### src/rtl/write_request_scheduler.sv
// write_request_scheduler
// Round-robin arbiter that shares one host write-request queue between
// N_STREAMS writers. In-flight transfers are limited by per-stream and global
// credit counters; credits come back through demultiplexed write completions.
module write_request_scheduler #(
    parameter  int N_STREAMS          = 4,
    parameter  int REQ_W              = 128,
    parameter  int MAX_OUTSTANDING    = 8,
    parameter  int GLOBAL_OUTSTANDING = 16,
    localparam int ID_W               = $clog2(N_STREAMS),
    localparam int CNT_W              = $clog2(MAX_OUTSTANDING + 1),
    localparam int GCNT_W             = $clog2(GLOBAL_OUTSTANDING + 1)
) (
    input  logic                         clk,
    input  logic                         rst_n,
    input  logic [N_STREAMS-1:0]         req_valid,
    output logic [N_STREAMS-1:0]         req_ready,
    input  logic [N_STREAMS*REQ_W-1:0]   req_data,
    output logic                         sq_valid,
    input  logic                         sq_ready,
    output logic [REQ_W-1:0]             sq_data,
    output logic [ID_W-1:0]              sq_strm,
    input  logic                         cpl_valid,
    input  logic [ID_W-1:0]              cpl_strm,
    output logic                         cpl_ready,
    output logic [N_STREAMS*CNT_W-1:0]   outstanding,
    output logic [GCNT_W-1:0]            global_outstanding,
    output logic                         idle,
    output logic                         err_underflow
);

    // State registers
    logic                 sq_valid_q, sq_valid_d;
    logic [REQ_W-1:0]     sq_data_q,  sq_data_d;
    logic [ID_W-1:0]      sq_strm_q,  sq_strm_d;
    logic [ID_W-1:0]      rr_q,       rr_d;
    logic [CNT_W-1:0]     cnt_q [N_STREAMS];
    logic [CNT_W-1:0]     cnt_d [N_STREAMS];
    logic [GCNT_W-1:0]    gcnt_q,     gcnt_d;
    logic                 err_q,      err_d;

    // Arbitration / credit intermediates
    logic                 slot_free;
    logic                 found;
    logic [ID_W-1:0]      win;
    logic [N_STREAMS-1:0] elig;
    logic [N_STREAMS-1:0] grant;
    logic [N_STREAMS-1:0] dec;
    logic                 any_dec;
    logic                 underflow;

    // Eligibility and round-robin winner search starting at the rr pointer.
    // NOTE: combinational blocks use blocking '=' and assign every output a
    // default first, so no latch can be inferred on any path.
    always_comb begin
        int idx;
        slot_free = !sq_valid_q || sq_ready;
        found     = 1'b0;
        win       = '0;
        idx       = 0;
        grant     = '0;
        for (int i = 0; i < N_STREAMS; i++) begin
            elig[i] = req_valid[i]
                   && (cnt_q[i] < CNT_W'(MAX_OUTSTANDING))
                   && (gcnt_q < GCNT_W'(GLOBAL_OUTSTANDING));
        end
        for (int k = 0; k < N_STREAMS; k++) begin
            idx = int'(rr_q) + k;
            if (idx >= N_STREAMS) idx = idx - N_STREAMS;
            if (!found && elig[idx]) begin
                found = 1'b1;
                win   = ID_W'(idx);
            end
        end
        for (int i = 0; i < N_STREAMS; i++) begin
            grant[i] = slot_free && found && (win == ID_W'(i));
        end
    end

    // Output slot load/hold/drain and rr pointer advance.
    always_comb begin
        sq_valid_d = sq_valid_q;
        sq_data_d  = sq_data_q;
        sq_strm_d  = sq_strm_q;
        rr_d       = rr_q;
        if (slot_free) begin
            sq_valid_d = found;
            if (found) begin
                sq_data_d = req_data[int'(win)*REQ_W +: REQ_W];
                sq_strm_d = win;
                rr_d      = (int'(win) == N_STREAMS - 1) ? '0 : win + ID_W'(1);
            end
        end
    end

    // Credit accounting: +1 on acceptance, -1 on a valid completion.
    // Completions for an empty or nonexistent stream are dropped and flagged.
    always_comb begin
        for (int i = 0; i < N_STREAMS; i++) begin
            dec[i] = cpl_valid && (cpl_strm == ID_W'(i)) && (cnt_q[i] != '0);
        end
        any_dec   = |dec;
        underflow = cpl_valid && !any_dec;
        for (int i = 0; i < N_STREAMS; i++) begin
            cnt_d[i] = cnt_q[i];
            if (grant[i] && !dec[i])      cnt_d[i] = cnt_q[i] + CNT_W'(1);
            else if (!grant[i] && dec[i]) cnt_d[i] = cnt_q[i] - CNT_W'(1);
        end
        gcnt_d = gcnt_q;
        if ((|grant) && !any_dec)      gcnt_d = gcnt_q + GCNT_W'(1);
        else if (!(|grant) && any_dec) gcnt_d = gcnt_q - GCNT_W'(1);
        err_d = err_q || underflow;
    end

    // State register with asynchronous active-low reset.
    // NOTE: sequential blocks use non-blocking '<=' so every flop samples the
    // pre-edge value of every other flop.
    always_ff @(posedge clk or negedge rst_n) begin
        if (!rst_n) begin
            sq_valid_q <= 1'b0;
            sq_data_q  <= '0;
            sq_strm_q  <= '0;
            rr_q       <= '0;
            gcnt_q     <= '0;
            err_q      <= 1'b0;
            // NOTE: the counter array is a handful of flops, not a RAM, so it
            // is reset element by element like any other state.
            for (int i = 0; i < N_STREAMS; i++) cnt_q[i] <= '0;
        end else begin
            sq_valid_q <= sq_valid_d;
            sq_data_q  <= sq_data_d;
            sq_strm_q  <= sq_strm_d;
            rr_q       <= rr_d;
            gcnt_q     <= gcnt_d;
            err_q      <= err_d;
            for (int i = 0; i < N_STREAMS; i++) cnt_q[i] <= cnt_d[i];
        end
    end

    // Output mapping and idle detection.
    always_comb begin
        logic all_zero;
        all_zero = (gcnt_q == '0);
        for (int i = 0; i < N_STREAMS; i++) begin
            outstanding[i*CNT_W +: CNT_W] = cnt_q[i];
            if (cnt_q[i] != '0) all_zero = 1'b0;
        end
        req_ready          = grant;
        sq_valid           = sq_valid_q;
        sq_data            = sq_data_q;
        sq_strm            = sq_strm_q;
        cpl_ready          = 1'b1;
        global_outstanding = gcnt_q;
        err_underflow      = err_q;
        idle               = all_zero && !sq_valid_q;
    end

    // A stalled request must not change under the host queue.
    a_sq_stable : assert property (@(posedge clk) disable iff (!rst_n)
        (sq_valid_q && !sq_ready) |=> (sq_valid_q && $stable(sq_data_q) && $stable(sq_strm_q)));

endmodule

### config.mk
export PLATFORM = sky130hd
export DESIGN_NAME = write_request_scheduler
export DESIGN_NICKNAME = d
export VERILOG_FILES = /design/src/rtl/write_request_scheduler.sv
export SDC_FILE = /design/constraint.sdc
export NUM_CORES = 1
export LEC_CHECK = 0
export CELL_PAD_IN_SITES_DETAIL_PLACEMENT = 0
export CELL_PAD_IN_SITES_GLOBAL_PLACEMENT = 1
export CORE_AREA = 3 3 261 263
export DETAILED_ROUTE_END_ITERATION = 12
export DIE_AREA = 0 0 264 266
export PLACE_DENSITY_LB_ADDON = 0.1
export SLEW_MARGIN = 20
export SYNTH_ARGS = -nofsm -noshare
export SYNTH_HDL_FRONTEND = slang
export SYNTH_SLANG_ARGS = --single-unit
### constraint.sdc
create_clock -name clk -period 4.3 [get_ports clk]
set_clock_uncertainty 0.15 [all_clocks]
set_input_delay 0.86 -clock clk [delete_from_list [all_inputs] [get_ports clk]]
set_output_delay 0.86 -clock clk [all_outputs]
set_load 0.01 [all_outputs]
==> metrics.cfg <==
[outcome]
status=complete, no violations

[drt]
wire_per_inst_um=22.8
drt-pass1-iter-count=4
ant_nets=0
routed_wirelength_um=55400
drt_iter0_drc=305
via_per_inst=4.07
vias=9899
remaining_drc_errors=0

[setup_path]
path_common_cell=buf_4
cp_slowest_cell=clkdlybuf4s50_1
crit_fanout=4
crit_required_ns=3.29
path_buf_inv=5
critical_path_class=in -> out
cp.arrival_ns=3.12
cpPeakStageDelay_ns=0.56
crit_chain=clkdlybuf4s50_1, nand2b_1, buf_4, o21ai_1, a22o_1, nor2_1, buf_4, ha_1, buf_4, and2_1, clkdlybuf4s50_1
critPathCaptureType=primary output
path_delay_family=buffers and inverters
startpoint_type=input pin

[die]
num_rows=94
dieWidth_um=264
core_sq_mm=0.0659
io_pins=681
dieArea_sq_mm=0.0702
die_h_um=266
start_util_pct=15.8

[sta]
setup-violations-final=0
period_share_pct=96.0
setup_tns_ns=0
slew_violations=0
max_freq_mhz=242
holdWs_ns=0.181
worst_slew_margin_rel_pct=38.5
rsz0062_at_grt=no
finalHoldViolCount=0
tightestPinTransition_ns=0.922
finalCriticalPeriod_ns=4.13

[placed_design]
io_buffer_count=679
placedInstanceArea_sq_mm=0.0182
place.gp.congestion=0.782
place_inst=2397
place_hpwl_um=43400

[power_and_ir_drop]
p_leak_nw=8.36
power_density_mw_per_mm2=634
irDropWorstVdd_mv=0.391

[min_path]
holdCritPathClass=in -> async

[synth]
seq_area_frac_synth_pct=37.2
yosysWarnings=0
synth-seq-cells=155
syn_area_sq_mm=0.0104
synthDistinctLibCells=46
synth.net_count=1436
synthCells=889
synth_ff_type=dfrtp_1
async_reset_ff_share_pct=100
avgSynthCellArea_sq_um=11.7
synth_edf_count=0

[clock_network]
cts_buffer_depth=2
clk_pin_slew_ns=0.07
ctsHoldBuffers=0
root_buffer=clkbuf_16
cts_resized=0
cts_sinks=155
cts_tree=yes
cts_made_buffers=17
clk_latency_ns=0.48
cts_setup_buffers=0
htreeDepth=4

[final_layout]
stdcell_area_sq_mm=0.0188
final_core_util_pct=28.5
layout.nets=2099
final_cells=2435
syn2layout_area_growth_pct=79.9
drive_gt1_share_pct=12.2

[global_routing]
grt_max_degree=102
grt_pass1_vias=10700
grt_antenna_before_repair=10
track_usage_pct=15.4
overflow=0
grt_first_pass_wirelength_um=78600

[run]
maxCapViolCount=0

[layout by cell type, fill, tap and decap left out, types with 6 or more instances in the layout]
| cell | netlist | final |
|---|---|---|
| ha_1 | 20 | 20 |
| o21ai_0 | 7 | 7 |
| buf_4 | 6 | 31 |
| clkbuf_16 | 0 | 17 |
| xor2_1 | 6 | 6 |
| inv_1 | 6 | 6 |
| a21o_1 | 7 | 7 |
| dfrtp_1 | 155 | 155 |
| clkdlybuf4s50_1 | 0 | 678 |
| nor2_1 | 120 | 120 |
| mux2i_1 | 256 | 256 |
| buf_12 | 8 | 9 |
| o221ai_1 | 18 | 18 |
| a21oi_1 | 9 | 9 |
| a221oi_2 | 109 | 109 |
| xnor2_1 | 15 | 15 |
| diode_2 | 0 | 7 |
| nand2_1 | 36 | 36 |
[where the power goes]
part / total, mW / internal, mW / switching (mW)
Combinational: 7.55 / 3.81 / 3.73
Clock: 1.64 / 0.910 / 0.731
Sequential: 2.72 / 2.22 / 0.501
[flip-flops by register name, indices dropped and copies added, names as in the netlist]
signal	flops
global_outstanding	5
outstanding	16
sq_data	128
err_underflow	1
sq_strm	2
sq_valid	1
rr_q	2
[cell type report]
cell class	count	area, sq um
antenna	7	17.5
clock buffer	20	437
clock inverter	11	146
fill	6834	47100
inverter	7	26.3
multi-input combinational	652	5970
sequential	155	3880
tap	864	1080
timing repair buffer	719	7210
[worst paths after layout]
path	start	to	slack (ns)	cells after the start
max reg2reg	rr_q[0]	global_outstanding[4]	0.86	16
max	req_valid[1]	req_ready[3]	0.17	11
max in group asynchronous	rst_n	sq_data[46]	2.85	2
min in group clk	err_underflow	err_underflow	0.32	1
min reg2reg	err_underflow	err_underflow	0.32	1
min	rst_n	sq_data[85]	0.18	1
[cell usage after synthesis (8+ instances only)]
cell type,n,share of area (%)
mux2i_1,256,25
dfrtp_1,155,37
nor2_1,120,4.3
a221oi_2,109,16
nand2_1,36,1.3
buf_2,24,1.2
ha_1,20,2.4
clkbuf_1,19,0.68
o221ai_1,18,1.5
xnor2_1,15,1.3
buf_6,14,1.5
a21oi_1,9,0.43
buf_12,8,1.5
[cell families after synthesis]
group	after synthesis	share of synthesized area [%]
simple gates	187	7.69
compound gates	157	19.0
buf+inv	82	5.89
fa+ha+maj	25	3.36
other cells	1	0.0359
flops	155	37.2
xor+xnor	21	1.76
mux	261	25.1
[through the flow]
| step | power (mW) | setup WS [ns] |
|---|---|---|
| 3_3_place_gp | 10.5 | 0.0452 |
| 5_1_grt | 12.8 | 0.000243 |
| 3_5_place_dp | 10.5 | 0.0440 |
| 4_1_cts | 12.2 | 0.137 |
| 2_1_floorplan | 7.17 | 0.343 |
| 6_report | 11.9 | 0.174 |
[layer usage]
| metal | part of all wire [%] | global-route usage (%) | vias to the layer above |
|---|---|---|---|
| met5 | 0.11 | 0 | - |
| met4 | 1.6 | 4.73 | 10 |
| met3 | 7.4 | 5.15 | 48 |
| met2 | 53 | 28.0 | 369 |
| met1 | 38 | 16.8 | 4761 |
| li1 | - | - | 4711 |
Note: power is estimated with default switching activity, not from simulation.
